$ cat src/rtl/bus_timer.sv
`default_nettype none
// ============================================================================
// Module   : bus_timer
// Summary  : Memory-mapped countdown timer on bridge device slot 0.
//            Registers: CTRL (offset 0x0), PRESET (0x4), COUNT (0x8, RO).
//            One-shot and auto-reload modes; irq = IM & irq_flag.
// Revision : 1.0 - initial release
// ============================================================================
module bus_timer #(
  parameter logic [31:0] ADDR_BASE = 32'h0000_7F00
) (
  input  logic        clk,
  input  logic        reset,
  input  logic        sel,
  input  logic        we,
  input  logic [31:0] addr,
  input  logic [31:0] din,
  output logic [31:0] dout,
  output logic        irq
);

  // FSM encoding
  localparam logic [1:0] c_st_idle = 2'd0;
  localparam logic [1:0] c_st_load = 2'd1;
  localparam logic [1:0] c_st_cnt  = 2'd2;
  localparam logic [1:0] c_st_int  = 2'd3;

  // Register offsets (addr[3:2])
  localparam logic [1:0] c_off_ctrl   = 2'd0;
  localparam logic [1:0] c_off_preset = 2'd1;
  localparam logic [1:0] c_off_count  = 2'd2;

  // Mode field value selecting auto-reload; every other value is one-shot
  localparam logic [1:0] c_mode_reload = 2'b01;

  logic [1:0]  r_state;
  logic [1:0]  w_state_next;
  logic [3:0]  r_ctrl;
  logic [31:0] r_preset;
  logic [31:0] r_count;
  logic        r_irq_flag;

  logic        w_enable;
  logic [1:0]  w_mode;
  logic        w_im;
  logic        w_wr;
  logic        w_wr_ctrl;
  logic        w_wr_preset;
  logic        w_count_le1;

  // FSM action strobes
  logic        w_do_load;
  logic        w_do_dec;
  logic        w_do_expire;
  logic        w_do_oneshot_end;
  logic        w_do_reload_end;

  // The bridge has already decoded the device window; only addr[3:2] matter
  // here. The remaining address bits and the base parameter are folded into
  // a sink so that the full bus width stays on the port.
  logic        unused_ok;
  assign unused_ok = ^{addr[31:4], addr[1:0], ADDR_BASE};

  assign w_enable    = r_ctrl[0];
  assign w_mode      = r_ctrl[2:1];
  assign w_im        = r_ctrl[3];
  assign w_wr        = sel & we;
  assign w_wr_ctrl   = w_wr & (addr[3:2] == c_off_ctrl);
  assign w_wr_preset = w_wr & (addr[3:2] == c_off_preset);
  // PRESET = 0 and PRESET = 1 both expire on the first counting cycle
  assign w_count_le1 = (r_count <= 32'd1);

  // State register
  always_ff @(posedge clk or posedge reset) begin
    if (reset) begin
      r_state <= c_st_idle;
    end else begin
      r_state <= w_state_next;
    end
  end

  // Next-state decode
  always_comb begin
    w_state_next = r_state;
    case (r_state)
      c_st_idle: begin
        if (w_enable) begin
          w_state_next = c_st_load;
        end
      end
      c_st_load: begin
        w_state_next = c_st_cnt;
      end
      c_st_cnt: begin
        if (!w_enable) begin
          w_state_next = c_st_idle;
        end else if (w_count_le1) begin
          w_state_next = c_st_int;
        end
      end
      c_st_int: begin
        w_state_next = c_st_idle;
      end
      default: begin
        w_state_next = c_st_idle;
      end
    endcase
  end

  // FSM output decode: per-state actions on the datapath registers
  always_comb begin
    w_do_load        = 1'b0;
    w_do_dec         = 1'b0;
    w_do_expire      = 1'b0;
    w_do_oneshot_end = 1'b0;
    w_do_reload_end  = 1'b0;
    case (r_state)
      c_st_load: begin
        w_do_load = 1'b1;
      end
      c_st_cnt: begin
        if (w_enable) begin
          w_do_expire = w_count_le1;
          w_do_dec    = ~w_count_le1;
        end
      end
      c_st_int: begin
        if (w_mode == c_mode_reload) begin
          w_do_reload_end = 1'b1;
        end else begin
          w_do_oneshot_end = 1'b1;
        end
      end
      default: begin
      end
    endcase
  end

  // CTRL register: a bus write takes priority over the one-shot Enable clear
  always_ff @(posedge clk or posedge reset) begin
    if (reset) begin
      r_ctrl <= 4'd0;
    end else if (w_wr_ctrl) begin
      r_ctrl <= din[3:0];
    end else if (w_do_oneshot_end) begin
      r_ctrl[0] <= 1'b0;
    end
  end

  // PRESET register: only sampled by the counter at LOAD
  always_ff @(posedge clk or posedge reset) begin
    if (reset) begin
      r_preset <= 32'd0;
    end else if (w_wr_preset) begin
      r_preset <= din;
    end
  end

  // COUNT register: load, decrement, clamp to zero on expiry, else hold
  always_ff @(posedge clk or posedge reset) begin
    if (reset) begin
      r_count <= 32'd0;
    end else if (w_do_load) begin
      r_count <= r_preset;
    end else if (w_do_expire) begin
      r_count <= 32'd0;
    end else if (w_do_dec) begin
      r_count <= r_count - 32'd1;
    end
  end

  // Interrupt flag: a CTRL write acknowledges, and wins over a same-edge set
  always_ff @(posedge clk or posedge reset) begin
    if (reset) begin
      r_irq_flag <= 1'b0;
    end else if (w_wr_ctrl) begin
      r_irq_flag <= 1'b0;
    end else if (w_do_expire) begin
      r_irq_flag <= 1'b1;
    end else if (w_do_reload_end) begin
      r_irq_flag <= 1'b0;
    end
  end

  // Combinational read mux; idle bus reads as zero
  always_comb begin
    dout = 32'd0;
    if (sel) begin
      case (addr[3:2])
        c_off_ctrl:   dout = {28'd0, r_ctrl};
        c_off_preset: dout = r_preset;
        c_off_count:  dout = r_count;
        default:      dout = 32'd0;
      endcase
    end
  end

  assign irq = w_im & r_irq_flag;

endmodule
`default_nettype wire

$ cat config.mk
export PLATFORM = sky130hd
export DESIGN_NAME = bus_timer
export DESIGN_NICKNAME = d
export VERILOG_FILES = /design/src/rtl/bus_timer.sv
export SDC_FILE = /design/constraint.sdc
export NUM_CORES = 1
export LEC_CHECK = 0
export ABC_AREA = 1
export BUFFER_PORTS_ARGS = -buffer_cell sky130_fd_sc_hd__buf_2
export CORE_UTILIZATION = 35
export CTS_BUF_LIST = sky130_fd_sc_hd__clkbuf_4
export DETAILED_ROUTE_END_ITERATION = 10
export PLACE_DENSITY = 0.56
export SLEW_MARGIN = 0
export SYNTH_ARGS = -nofsm -noshare
export SYNTH_HDL_FRONTEND = slang
export SYNTH_SLANG_ARGS = --single-unit
$ cat constraint.sdc
create_clock -name clk -period 3.47 [get_ports clk]
set_clock_uncertainty 0.15 [all_clocks]
set_input_delay 0.347 -clock clk [delete_from_list [all_inputs] [get_ports clk]]
set_output_delay 0.347 -clock clk [all_outputs]
set_load 0.05 [all_outputs]
==> results of run 1 <==
[sequential cells by signal (all words and copies together), names as in the netlist]
name,count
r_count,32
r_ctrl,4
r_irq_flag,1
r_preset,32
r_state,2
[layout make-up]
cell class	instances	area share, %
multi-input cells	401	39.3
flip-flops and latches	71	32.7
repair buffers	108	13.2
inverters	128	8.83
well taps	172	3.95
clock buffers	14	1.93
clock inverters	2	0.138
[layout by cell type (no fill, tap or decap), types with 10 or more instances in the layout]
master         synthesis  routed
buf_2                  4      70
xor2_1                18      18
nand2_1               96      96
o21ai_0               10      10
o21bai_1              21      21
dlygate4sd3_1          0      32
dfrtp_1               71      71
o22ai_1               60      60
nand3_1               26      26
inv_1                127     126
nor2_1               108     108
clkbuf_4               0      14
a21oi_2               28      28
[final timing paths]
kind	from	to	slack, ns	depth (start not counted)
max in group asynchronous	reset	r_preset[20]	2.52	3
max reg2reg	r_count[0]	r_count[29]	1.14	9
min reg2reg	r_preset[2]	r_preset[2]	0.35	2
max	r_count[0]	r_count[29]	1.14	9
min	reset	r_preset[27]	0.02	3
min in group clk	we	r_ctrl[2]	0.28	3
[what timing repair did]
action,CTS,global route
buffers inserted,0,0
hold buffers,32,0
endpoints found under the hold margin,33,0
[power by group through the flow]
stage	registers [mW]	clock network, mW	logic [mW]
final	1.33	0.479	1.86
after global routing	1.37	0.538	2.13
after CTS	1.33	0.500	1.86
after detailed placement	1.34	0	1.82
after global placement	1.34	0	1.80
after floorplan	1.29	0	1.47
[critical path: stages, from the launching register on]
cell and delay [ns]:
dfrtp_1 0.41, inv_1 0.10, ha_1 0.24, nand2_2 0.15
nor2_4 0.08, nand2_2 0.09, nand2_2 0.07, a21oi_1 0.71
nand3_1 0.16, nand2_1 0.10
[per-layer routing]
| metal | up-vias | wire length, µm | track usage [%] |
|---|---|---|---|
| li1 | 2188 | - | - |
| met1 | 1925 | 6030 | 26.6 |
| met2 | 87 | 5200 | 30.8 |
| met3 | 16 | 462 | 2.96 |
| met4 | 0 | 239 | 8.29 |
| met5 | - | 0 | 0 |
[through the flow]
step | utilization, % | total power, mW | instances | hold slack (ns)
final | 42.9 | 3.67 | 896 | 0.0162
after global routing | 42.9 | 4.04 | 896 | 0.0898
after detailed placement | 39.5 | 3.17 | 848 | 0.328
after floorplan | - | 2.76 | 626 | 0.303
after global placement | 39.5 | 3.14 | 848 | 0.324
after CTS | 42.9 | 3.69 | 896 | 0.0534
[kinds of logic after synthesis]
group,after synthesis
AND/OR/NAND/NOR,249
adder cells (fa/ha/maj),2
flip-flops,71
buffers and inverters,154
AO/OA/AOI/OAI,131
XOR/XNOR,19
==> key figures, run 1 <==
Synthesis
  – Xor-xnor portion of the synthesized cell area: 3.65%
  – Count leader, synth: inv_1
  – Ys flop type: dfrtp_1
  – Post-synthesis sequential area ratio: 38.9%
  – Syn Area/Cell: 7.29 µm²
  – Post-synthesis mux area share: 0%
  – Largest family of logic cells by synthesized area: simple AND/OR/NAND/NOR gates
  – Synth Area in Adders: 0.549%
  – List of most frequent post-synthesis cells: inv_1 (127), nor2_1 (108), nand2_1 (96), dfrtp_1 (71), o22ai_1 (60)
  – Cell count after synthesis: 626
  – Fraction of registers with async set/reset: 100%
  – EDFF count, synth: 0
  – Yosys reg bits: 71
  – Synth area leaders: dfrtp_1 (39%), inv_1 (10%), nor2_1 (8.9%)
  – Compound-gate portion of the synthesized area: 20.0%
  – Cell taking the most area after synthesis: dfrtp_1
  – Distinct cell type count after synthesis: 33
  – Simple-gate share of the synthesized area: 22.7%
  – Syn. warnings: 0
  – Syn Std Cell Area: 4560 µm²
  – Mapped Nets: 696
  – Synth top area share: 38.9%

Pwr
  – Sequential share of power: 36.2%
  – P per Cell Area: 674 nW/µm²
  – P_int: 1.95 mW
  – Gate power share: 50.7%
  – Power share of the clock group: 13.1%
  – Switching share of power: 46.8%
  – Total leakage power: 2.78 nW
  – Switch Pwr: 1.72 mW
  – Worst VDD drop: 0.000225 V

Layout
  – Final Net Count: 789
  – Area Growth Syn to Fin: 19.3%
  – Antenna cells: 0
  – Finished Cell Area: 5440 µm²
  – Multi-input logic area: 2140 µm²
  – Filler Cells Inserted: 1368
  – Storage element area: 1780 µm²
  – Layout cell share with drive strength beyond 1: 18.2%

Clock tree
  – CTS root buf: clkbuf_4
  – CTS tree: yes
  – Resized Gates After CTS: 0
  – Htree depth: 3
  – Clock sinks: 71
  – Clk pin slew, worst setup/hold paths: 0.11 ns
  – Latest clock arrival within the worst-skew pair: 0.44 ns
  – CTS buffer count: 9
  – Buffer levels on the longest clock path: 2

Detailed routing
  – Overall routed net length: 11900 µm
  – DRT iter0 DRCs: 205
  – Post-DR vias/cell: 4.71
  – Routed WL per cell: 13.3 µm
  – Via count: 4216
  – Total iterations of the first detailed-routing run: 4
  – # DRC: 0
  – Antenna viol nets, final: 0

Outcome
  – Run status: finished, final reports clean

Placement
  – Pre-CTS setup slack: 1.16 ns
  – Placed cell area: 5010 µm²
  – IO Port Bufs: 70
  – RD Place Congestion: 0.882
  – HPWL Detailed: 8340 µm

Critical path
  – WP data required: 3.70 ns
  – Worst Setup Start Kind: flip-flop
  – WP data arrival: 2.56 ns
  – Worst setup EP type: flip-flop
  – WS Path Type: flip-flop to flip-flop
  – Maximum fanout along the worst path: 11

Floorplan
  – FP Rows: 41
  – Die Span Y: 116 µm
  – Die Wd: 116 µm
  – Ports: 101
  – Total core area: 12700 µm²
  – Die area: 13500 µm²
  – Starting Density: 36.0%

GRT
  – Largest net degree at the start of global routing: 72
  – Initial antenna violation count: 0
  – Number of global-route vias before repair: 4228
  – GRT Total Usage: 19.5%
  – First-pass GRT wire length: 20200 µm
  – Overflow after GRT: 0

STA
  – Fin. Hold Viols: 0
  – Worst Max-Slew Pin Slew: 1.17 ns
  – Final Cycle Share: 67.2%
  – Final Worst Setup Slack: 1.14 ns
  – Slew headroom: 21.9%
  – Final number of max-transition violations: 0
  – RSZ-0062 raised after global routing: false
  – Min Clock Period, post-route: 2.33 ns
  – Max Clk Rate: 429 MHz
  – Final setup viols: 0
  – Setup TNS: 0 ns

Hold path
  – HP Class: input port to asynchronous set/reset pin

Flow run
  – Max Cap Viol: 0
Note: power is estimated with default switching activity, not from simulation.
==> inputs of run 2 (changes only) <==
- clock period: 3.47 -> 2.45 ns (I/O delays scaled with it)
==> key figures, run 2 (synthesis results as in run 1) <==
STA
  – Final setup viols: 0 (unchanged)
  – Setup TNS: 0 ns (unchanged)
  – Final number of max-transition violations: 0 (unchanged)
  – RSZ-0062 raised after global routing: false
  – Slew headroom: 65.4% (+44 points)
  – Min Clock Period, post-route: 2.04 ns (-0.295 ns)
  – Worst Max-Slew Pin Slew: 0.518 ns (-0.651 ns)
  – Fin. Hold Viols: 0 (unchanged)
  – Worst hold margin: 0.140 ns (+0.123 ns)
  – Max Clk Rate: 491 MHz (+14%)
  – Final Cycle Share: 83.1% (+16 points)

Detailed routing
  – DRT iter0 DRCs: 191 (-6.8%)
  – Post-DR vias/cell: 4.67 (-0.67%)
  – # DRC: 0 (unchanged)
  – Antenna viol nets, final: 0 (unchanged)
  – Routed WL per cell: 13.3 µm (-0.23%)
  – Overall routed net length: 12000 µm (+0.44%)
  – Total iterations of the first detailed-routing run: 6 (+2)
  – Via count: 4216 (unchanged)

GRT
  – Number of global-route vias before repair: 4110 (-2.8%)
  – GRT Total Usage: 19.5% (+0.036 points)
  – Largest net degree at the start of global routing: 72 (unchanged)
  – Overflow after GRT: 0 (unchanged)
  – First-pass GRT wire length: 20100 µm (-0.58%)
  – Initial antenna violation count: 0 (unchanged)

Hold path
  – Hold depth: 3
  – Hold_sp: we
  – Worst Hold End: r_ctrl[0]
  – HP Class: input port to flip-flop

Critical path
  – WP data arrival: 2.21 ns (-0.35 ns)
  – Worst setup EP type: flip-flop
  – WP data required: 2.62 ns (-1.08 ns)
  – WS Path Type: flip-flop to flip-flop
  – Worst Setup SP: r_count[0]
  – Flop2flop setup slack: 0.41 ns (-0.73 ns)
  – Reg2reg start: r_count[0]
  – Maximum fanout along the worst path: 21 (+10)
  – RR Endpoint: r_count[15]
  – Worst Setup Start Kind: flip-flop
  – Worst R2R Path Depth: 9 (unchanged)

Clock tree
  – Resized Gates After CTS: 0 (unchanged)
  – Latest clock arrival within the worst-skew pair: 0.45 ns (about the same)
  – Post-CTS setup buffers: 0 (unchanged)
  – Clock sinks: 71 (unchanged)
  – Hold buffer count at CTS: 33 (+3.1%)
  – CTS root buf: clkbuf_4
  – CTS buffer count: 9 (unchanged)
  – Buffer levels on the longest clock path: 2 (unchanged)
  – CTS tree: yes
  – Clk pin slew, worst setup/hold paths: 0.12 ns (about the same)
  – Htree depth: 3 (unchanged)

Floorplan
  – Die area: 13500 µm² (unchanged)
  – Starting Density: 36.0% (unchanged)
  – Ports: 101 (unchanged)
  – Die Span Y: 116 µm (unchanged)
  – Die Wd: 116 µm (unchanged)
  – FP Rows: 41 (unchanged)
  – Total core area: 12700 µm² (unchanged)

Pwr
  – Total leakage power: 2.81 nW (+0.95%)
  – Worst VDD drop: 0.000344 V (+53%)
  – P per Cell Area: 944 nW/µm² (+40%)

Placement
  – HPWL Detailed: 8570 µm (+2.8%)
  – RD Place Congestion: 0.929 (+5.4%)
  – IO Port Bufs: 70 (unchanged)

Layout
  – Most frequent cells in the layout: inv_1 (126), nor2_1 (108), nand2_1 (96), dfrtp_1 (71), buf_2 (70)
  – Most common cell after layout, fill and taps aside: inv_1
  – Filler Cells Inserted: 1356 (-0.88%)
  – Storage element area: 1780 µm² (unchanged)
  – Largest regs: r_count: 32 flops, r_preset: 32 flops, r_ctrl: 4 flops
  – Layout cell share with drive strength beyond 1: 18.6% (+0.40 points)
  – Area Growth Syn to Fin: 20.4%
  – Multi-input logic area: 2140 µm² (unchanged)
  – Final Net Count: 796 (+0.89%)
  – Antenna cells: 0 (unchanged)

Flow run
  – Max Cap Viol: 0 (unchanged)

Outcome
  – Run status: finished, final reports clean
==> run 2: cell count changes in the layout (fill, tap and decap cells not counted), sizes merged <==
cell,before,now
clkbuf,14,9
clkinvlp,0,1
clkinv,2,5
dlygate4sd3,32,33
buf,76,82
==> run 2: final cells by class <==
class	count	share of cell area, %
Timing Repair Buffer	115	14.3
Inverter	128	8.75
Multi-Input combinational cell	401	39.0
Clock inverter	6	0.524
Tap cell	172	3.92
Clock buffer	9	1.23
Sequential cell	71	32.3
==> run 2: routing by layer <==
layer / global-route usage [%] / up-vias / share of wire [%]
li1: - / 2185 / -
met3: 3.27 / 11 / 3.6
met2: 31.2 / 82 / 44
met1: 26.7 / 1938 / 51
met5: 0 / - / 0
met4: 6.84 / 0 / 1.5
==> run 2: metrics by stage <==
stage / util (%) / cells / area [µm²] / setup slack, ns / power, mW
floorplan: - / 626 / 4560 / 0.258 / 3.90
global placement: 40.0 / 854 / 5070 / 0.439 / 4.49
detailed placement: 40.0 / 854 / 5070 / 0.407 / 4.53
CTS: 43.3 / 902 / 5490 / 0.390 / 5.22
global route: 43.3 / 902 / 5490 / 0.224 / 5.70
finish: 43.3 / 902 / 5490 / 0.413 / 5.18
==> run 2: worst max path at each step <==
stage                              to  slack [ns]
final                     r_count[15]        0.41
after detailed placement  r_count[10]        0.41
after global placement    r_count[20]        0.44
after CTS                 r_count[15]        0.39
after global routing      r_count[10]        0.22
after floorplan            r_count[0]        0.26
==> run 2: power breakdown <==
| part | internal, mW | switching, mW | total [mW] |
|---|---|---|---|
| sequential | 1.57 | 0.309 | 1.88 |
| combinational | 0.965 | 1.71 | 2.68 |
| clock | 0.189 | 0.436 | 0.626 |
| total | 2.73 | 2.46 | 5.18 |
==> run 2: critical path, cell delays in order, from the launching register on <==
cell      delay [ns]
dfrtp_1         0.43
inv_1           0.12
ha_1            0.21
nand2_2         0.12
nor2_4          0.13
nand2_2         0.08
nand2_2         0.10
nand2_1         0.08
nand2_2         0.35
o21bai_1        0.13
